**src/rtl/ew_fifo_wr_ctrl_if.sv**
```systemverilog
// Write-side port bundle of the async FIFO: push request, synchronised read pointer in;
// RAM strobe/address, Gray write pointer, fill level and flags out.
interface ew_fifo_wr_ctrl_if #(
    parameter int ADDR_WIDTH = 4
);
    logic                  wr_en;
    logic [ADDR_WIDTH:0]   rd_ptr_gray_s;
    logic                  ram_we;
    logic [ADDR_WIDTH-1:0] wr_addr;
    logic [ADDR_WIDTH:0]   wr_ptr_gray;
    logic [ADDR_WIDTH:0]   wr_count;
    logic                  full;
    logic                  almost_full;
    logic                  overflow;

    modport master (
        output wr_en, rd_ptr_gray_s,
        input  ram_we, wr_addr, wr_ptr_gray, wr_count, full, almost_full, overflow
    );

    modport slave (
        input  wr_en, rd_ptr_gray_s,
        output ram_we, wr_addr, wr_ptr_gray, wr_count, full, almost_full, overflow
    );
endinterface

```
**src/rtl/ew_fifo_wr_ctrl.sv**
```systemverilog
// Async FIFO write-domain controller: owns write pointer, RAM strobe, Gray pointer and fill flags.
// Latency: ram_we combinational with wr_en; pointer/count/flags registered, visible one edge later.
// Backpressure: pushes are dropped while full is high (flagged by overflow); init_n low blocks pushes.
module ew_fifo_wr_ctrl #(
    parameter int ADDR_WIDTH = 4,
    parameter int AF_LEVEL   = 2,
    parameter int ERR_MODE   = 0
) (
    input  logic clk,
    input  logic rst_n,
    input  logic init_n,
    ew_fifo_wr_ctrl_if.slave bus
);
    localparam int PW = ADDR_WIDTH + 1;
    localparam logic [ADDR_WIDTH:0] DEPTH  = {1'b1, {ADDR_WIDTH{1'b0}}};
    localparam logic [ADDR_WIDTH:0] AF_THR = DEPTH - PW'(AF_LEVEL);

    logic [ADDR_WIDTH:0]   wbin_q, wbin_d;
    logic [ADDR_WIDTH:0]   gray_q, gray_d;
    logic [ADDR_WIDTH-1:0] addr_q, addr_d;
    logic [ADDR_WIDTH:0]   cnt_q, cnt_d;
    logic                  full_q, full_d;
    logic                  af_q, af_d;
    logic                  ovf_q, ovf_d;
    logic [ADDR_WIDTH:0]   rbin;
    logic                  acc;
    logic                  ovf_ev;

    // Bit i of the binary read pointer is the XOR of Gray bits MSB..i.
    always_comb begin
        rbin = '0;
        for (int i = 0; i <= ADDR_WIDTH; i++) begin
            rbin[i] = ^(bus.rd_ptr_gray_s >> i);
        end
    end

    always_comb begin
        // rst_n gating keeps the RAM strobe quiet while the pointer is held in reset.
        acc    = bus.wr_en & ~full_q & init_n & rst_n;
        ovf_ev = bus.wr_en & full_q & init_n;
        wbin_d = wbin_q + PW'(acc);
        gray_d = wbin_d ^ (wbin_d >> 1);
        addr_d = wbin_d[ADDR_WIDTH-1:0];
        cnt_d  = wbin_d - rbin;
        full_d = (cnt_d == DEPTH);
        af_d   = (cnt_d >= AF_THR);
        ovf_d  = (ERR_MODE == 0) ? (ovf_q | ovf_ev) : ovf_ev;
        if (!init_n) begin
            wbin_d = '0;
            gray_d = '0;
            addr_d = '0;
            cnt_d  = '0;
            full_d = 1'b0;
            af_d   = 1'b0;
            ovf_d  = 1'b0;
        end
    end

    always_ff @(posedge clk or negedge rst_n) begin
        if (!rst_n) begin
            wbin_q <= '0;
            gray_q <= '0;
            addr_q <= '0;
            cnt_q  <= '0;
            full_q <= 1'b0;
            af_q   <= 1'b0;
            ovf_q  <= 1'b0;
        end else begin
            wbin_q <= wbin_d;
            gray_q <= gray_d;
            addr_q <= addr_d;
            cnt_q  <= cnt_d;
            full_q <= full_d;
            af_q   <= af_d;
            ovf_q  <= ovf_d;
        end
    end

    assign bus.ram_we      = acc;
    assign bus.wr_addr     = addr_q;
    assign bus.wr_ptr_gray = gray_q;
    assign bus.wr_count    = cnt_q;
    assign bus.full        = full_q;
    assign bus.almost_full = af_q;
    assign bus.overflow    = ovf_q;
endmodule

```
**src/flat_wrapper.sv**
```systemverilog
// flat-port wrapper written by rule: the top's interface ports become plain ports
module ew_fifo_wr_ctrl_flat 
#(
    parameter int ADDR_WIDTH = 4,
    parameter int AF_LEVEL   = 2,
    parameter int ERR_MODE   = 0
)
  (clk, rst_n, init_n, bus_wr_en, bus_rd_ptr_gray_s, bus_ram_we, bus_wr_addr, bus_wr_ptr_gray, bus_wr_count, bus_full, bus_almost_full, bus_overflow);
  ew_fifo_wr_ctrl_if #(.ADDR_WIDTH(ADDR_WIDTH)) bus_i ();
  input  logic clk;
  input  logic rst_n;
  input  logic init_n;
  input wire logic [$bits(bus_i.wr_en)-1:0] bus_wr_en;
  input wire logic [$bits(bus_i.rd_ptr_gray_s)-1:0] bus_rd_ptr_gray_s;
  output wire logic [$bits(bus_i.ram_we)-1:0] bus_ram_we;
  output wire logic [$bits(bus_i.wr_addr)-1:0] bus_wr_addr;
  output wire logic [$bits(bus_i.wr_ptr_gray)-1:0] bus_wr_ptr_gray;
  output wire logic [$bits(bus_i.wr_count)-1:0] bus_wr_count;
  output wire logic [$bits(bus_i.full)-1:0] bus_full;
  output wire logic [$bits(bus_i.almost_full)-1:0] bus_almost_full;
  output wire logic [$bits(bus_i.overflow)-1:0] bus_overflow;
  assign bus_i.wr_en = bus_wr_en;
  assign bus_i.rd_ptr_gray_s = bus_rd_ptr_gray_s;
  assign bus_ram_we = bus_i.ram_we;
  assign bus_wr_addr = bus_i.wr_addr;
  assign bus_wr_ptr_gray = bus_i.wr_ptr_gray;
  assign bus_wr_count = bus_i.wr_count;
  assign bus_full = bus_i.full;
  assign bus_almost_full = bus_i.almost_full;
  assign bus_overflow = bus_i.overflow;
  ew_fifo_wr_ctrl #(.ADDR_WIDTH(ADDR_WIDTH), .AF_LEVEL(AF_LEVEL), .ERR_MODE(ERR_MODE)) u_core (.clk(clk), .rst_n(rst_n), .init_n(init_n), .bus(bus_i));
endmodule
```
**config.mk**
```make
export PLATFORM = sky130hd
export DESIGN_NAME = ew_fifo_wr_ctrl_flat
export DESIGN_NICKNAME = d
export VERILOG_FILES = /design/src/rtl/ew_fifo_wr_ctrl_if.sv /design/src/rtl/ew_fifo_wr_ctrl.sv /design/src/flat_wrapper.sv
export SDC_FILE = /design/constraint.sdc
export NUM_CORES = 1
export LEC_CHECK = 0
export BUFFER_PORTS_ARGS = -buffer_cell sky130_fd_sc_hd__buf_2
export CAP_MARGIN = 5
export CORE_MARGIN = 1.5
export CORE_UTILIZATION = 54
export DETAILED_ROUTE_END_ITERATION = 8
export PLACE_DENSITY = 0.88
export REMOVE_ABC_BUFFERS = 1
export SLEW_MARGIN = 10
export SYNTH_ARGS = -nofsm -noshare
export SYNTH_HDL_FRONTEND = slang
export SYNTH_SLANG_ARGS = --single-unit
```
**constraint.sdc**
```tcl
create_clock -name clk -period 7.7 [get_ports clk]
set_clock_uncertainty 0.1 [all_clocks]
set_input_delay 1.155 -clock clk [delete_from_list [all_inputs] [get_ports clk]]
set_output_delay 1.155 -clock clk [all_outputs]
set_load 0.005 [all_outputs]
```
==> results.md <==
* Yosys warns at 0
* Total grt overflow at 0
* Dpl cells at ~120
* Distinct cells, synth at 27
* HP Class: register to register
* Max_cap viols at 0
* Height of the chip at ~45 um
* Net Switching at approximately 0.058 mW
* Reg2reg start: u_core.bus.full
* DR vias at around 650
* Finished Layout Cells at roughly 120
* Reg clk slew, reported paths at roughly 0.090 ns
* CP Launch Type: input port
* Simple-gate area share of the yosys netlist at 14.1%
* Largest family of logic cells by synthesized area: XOR/XNOR gates
* IO Pins at 27
* Vias per inst at around 5.3
* Critical Setup Path Class: input port to register
* Drt first-iter violations at 12
* Mapped Area at about 950 um^2
* Worst EP arrival at 3.69 ns
* P per Cell Area at between 150 and 200 nW/um^2
* Reg2Reg Setup Slack at 4.91 ns
* Detailed Routing Iterations Pass 1 at 4
* Reg2reg path depth at 10
* Synth Area in XOR/XNOR at a little over a fifth
* CTS Buffer Depth at 2
* Final period utilization at 46.7%
* Crit path max fanout at 18
* FILL cells at 121
* Share of the synthesized area in the top cell type at between 40 and 50%
* Fmax at roughly 280 MHz
* CTS tree: done
* Min-delay src: u_core.bus.overflow
* Final Util at between 70% and 80%
* Mux contribution to synthesized area at 1.05%
* Nets@finish at approximately 130
* RSZ-0062 raised after global routing: false
* Post-CTS Hold Buffers at 0
* Slew HR at around 73%
* Detailed Place HPWL at about 1300 um
* Rows at 14
* Initial antenna violation count at 0
* Switching share of power at 28.9%
* Hold Slack at approximately 0.4 ns
* CTS root buffer: clkbuf_4
* Slew Limit Fails at 0
* Port Buffers at 26
* Final Critical Period at 3.60 ns
* Area occupied by multi-input gates at 499 um^2
* Post-CTS Setup Inserts at 0
* Most Frequent Cell on Critical Path: ha_1
* Number of global-route vias before repair at 649
* GRT Overall Usage at approximately a fifth
* DR WL/cell at approximately 13 um
* WHS Endpoint: u_core.bus.overflow
* Total clock sinks at 17
* Worst EP required at 7.80 ns
* Peak supply drop at 0.0000994 V
* Worst skew pair latency at around 0.28 ns
* TritonCTS Buffers at 3
* Register area share after synthesis at roughly 45%
* Leakage dissipation at around 0.64 nW
* CP endpoint kind: register
* Initial Util at just over 60%
* Die width at 45.0 um
* Post-synthesis compound-gate area fraction at about 4.9%
* Final WL at between 1500 and 2000 um
* Die footprint at about 2000 um^2
* Worst slew pin tran at roughly 0.40 ns
* Combinational Power Share at roughly 28%
* Fin Setup TNS at 0 ns
* FF+latch area at roughly 430 um^2
* Worst reg2reg endpoint: u_core.bus.full
* Post-detailed-route count of antenna-violating nets at 0
* Core ar. at 1580 um^2
* Slowest CP cell: xor2_1
* Post-synth top area cell: dfrtp_1
* Outcome: finished, final reports clean
* Final hold violation count at 0
* Fraction of layout cells with a size suffix above 1 at between 30% and 40%
* Hold Crit Depth at 2
* H-tree levels at 1
* Adder-Cell Fraction of Synth Area at 11.3%
* Post-cts resize count at 0
* Area grow syn2layout at 18.2%
* Drt drc at 0
* Synth top area cells: dfrtp_1, ha_1, xnor2_1
* #FFs+latches synth at 17
* Largest net degree at the start of global routing at 19
* Critical-path cell list: buf_2 > and4b_1 > ha_1 > nand3_1 > xor2_1 > inv_1 > ha_1 > a21oi_1 > o31ai_2 > mux2i_1 > nor4b_4
* Sequential share of power at 49.1%
* Int Power at between 0.1 and 0.15 mW
* Routability Congestion at between 0.8 and 0.9
* First-pass GRT wire length at 2670 um
* Cells after Synth at roughly 80
* Syn Area/Cell at 12.2 um^2
* Ant diodes at 0
* Peak per-stage delay on the critical path at between 0.3 and 0.4 ns
* Clk pwr share at a little under a quarter
* # setup viols final at 0
-- routing by layer --
metal / vias up / share of wire, % / global-route usage [%]
li1: 310 / - / -
met1: 301 / 42 / 22.9
met2: 27 / 50 / 31.7
met3: 8 / 3.4 / 1.20
met4: 0 / 4.2 / 14.1
met5: - / 0 / 0
-- worst max-delay path, delay by kind of cell --
| kind | cells | cell delay, ns |
|---|---|---|
| AOI/OAI and AO/OA | 2 | 0.31 |
| xor gates and xnor gates | 1 | 0.38 |
| adders and majority gates | 2 | 0.53 |
| buffers and inverters | 2 | 0.41 |
| muxes | 1 | 0.25 |
| and+or+nand+nor | 3 | 0.66 |
-- power by group through the flow --
| stage | sequential (mW) | combinational (mW) | clock (mW) |
|---|---|---|---|
| floorplan | 0.102 | 0.0370 | 0 |
| global placement | 0.0999 | 0.0553 | 0 |
| detailed placement | 0.100 | 0.0567 | 0 |
| CTS | 0.0984 | 0.0571 | 0.0472 |
| global route | 0.0992 | 0.0627 | 0.0507 |
| finish | 0.0983 | 0.0569 | 0.0452 |
-- metrics by stage --
| step | area, um^2 | power (mW) | setup WS, ns |
|---|---|---|---|
| global placement | 1100 | 0.155 | 3.89 |
| CTS | 1120 | 0.203 | 4.07 |
| floorplan | 947 | 0.139 | 4.23 |
| finish | 1120 | 0.200 | 4.10 |
| global route | 1120 | 0.213 | 3.84 |
| detailed placement | 1100 | 0.157 | 3.77 |
-- flip-flops by register name, indices dropped and copies added, names as in the netlist --
signal and flops:
u_core.bus.full 1, u_core.wbin_q 4, u_core.bus.wr_count 5, u_core.bus.wr_ptr_gray 5, u_core.bus.almost_full 1, u_core.bus.overflow 1
-- cell usage in the layout (no fill, tap or decap) --
| master | count |
|---|---|
| and2_1 | 4 |
| xor3_1 | 1 |
| nor2_1 | 9 |
| xnor3_2 | 1 |
| nand2_1 | 3 |
| clkbuf_1 | 1 |
| xnor2_2 | 1 |
| xnor2_1 | 7 |
| or2_1 | 1 |
| nand3_1 | 1 |
| inv_1 | 6 |
| o31ai_2 | 1 |
| ha_1 | 7 |
| clkbuf_4 | 3 |
| and3_1 | 1 |
| dfrtp_1 | 17 |
| o21ai_1 | 1 |
| a21oi_1 | 4 |
| mux2i_1 | 1 |
| xor2_4 | 1 |
| nor4b_4 | 1 |
| buf_2 | 26 |
| and4b_1 | 1 |
| xnor3_1 | 1 |
| a31o_1 | 1 |
| fa_1 | 1 |
| xor2_1 | 3 |
| or2_2 | 1 |
| nand2b_1 | 1 |
-- cells in the mapped netlist (all sizes together) --
master,count
xnor2,8
xor2,4
xnor3,2
or2,2
nand2,3
clkbuf,1
nor2,9
xor3,1
a31o,1
a21oi,4
o31ai,1
and4b,1
o21ai,1
and3,1
mux2i,1
fa,1
nand2b,1
dfrtp,17
inv,6
nor4b,1
ha,7
nand3,1
and2,4
-- area by class of cell --
cell class	instances	area share [%]
Inverter	6	2.00
Tap cell	16	1.78
Sequential cell	17	37.9
Timing Repair Buffer	26	11.6
Multi-Input combinational cell	54	44.4
Clock buffer	4	2.34
-- cells by family after synthesis --
| logic type | Yosys count |
|---|---|
| DFF | 17 |
| AOI/OAI and AO/OA | 7 |
| buffers and inverters | 7 |
| and+or+nand+nor | 23 |
| muxes | 1 |
| adders and majority gates | 8 |
| xor gates and xnor gates | 15 |
-- worst max path at each step --
stage,from,end
after detailed placement,rst_n,u_core.bus.full
after CTS,rst_n,u_core.bus.full
after global placement,rst_n,u_core.bus.full
after global routing,rst_n,u_core.bus.full
after floorplan,bus_rd_ptr_gray_s[4],u_core.bus.full
final,rst_n,u_core.bus.full
(Power assumes the default switching activity.)
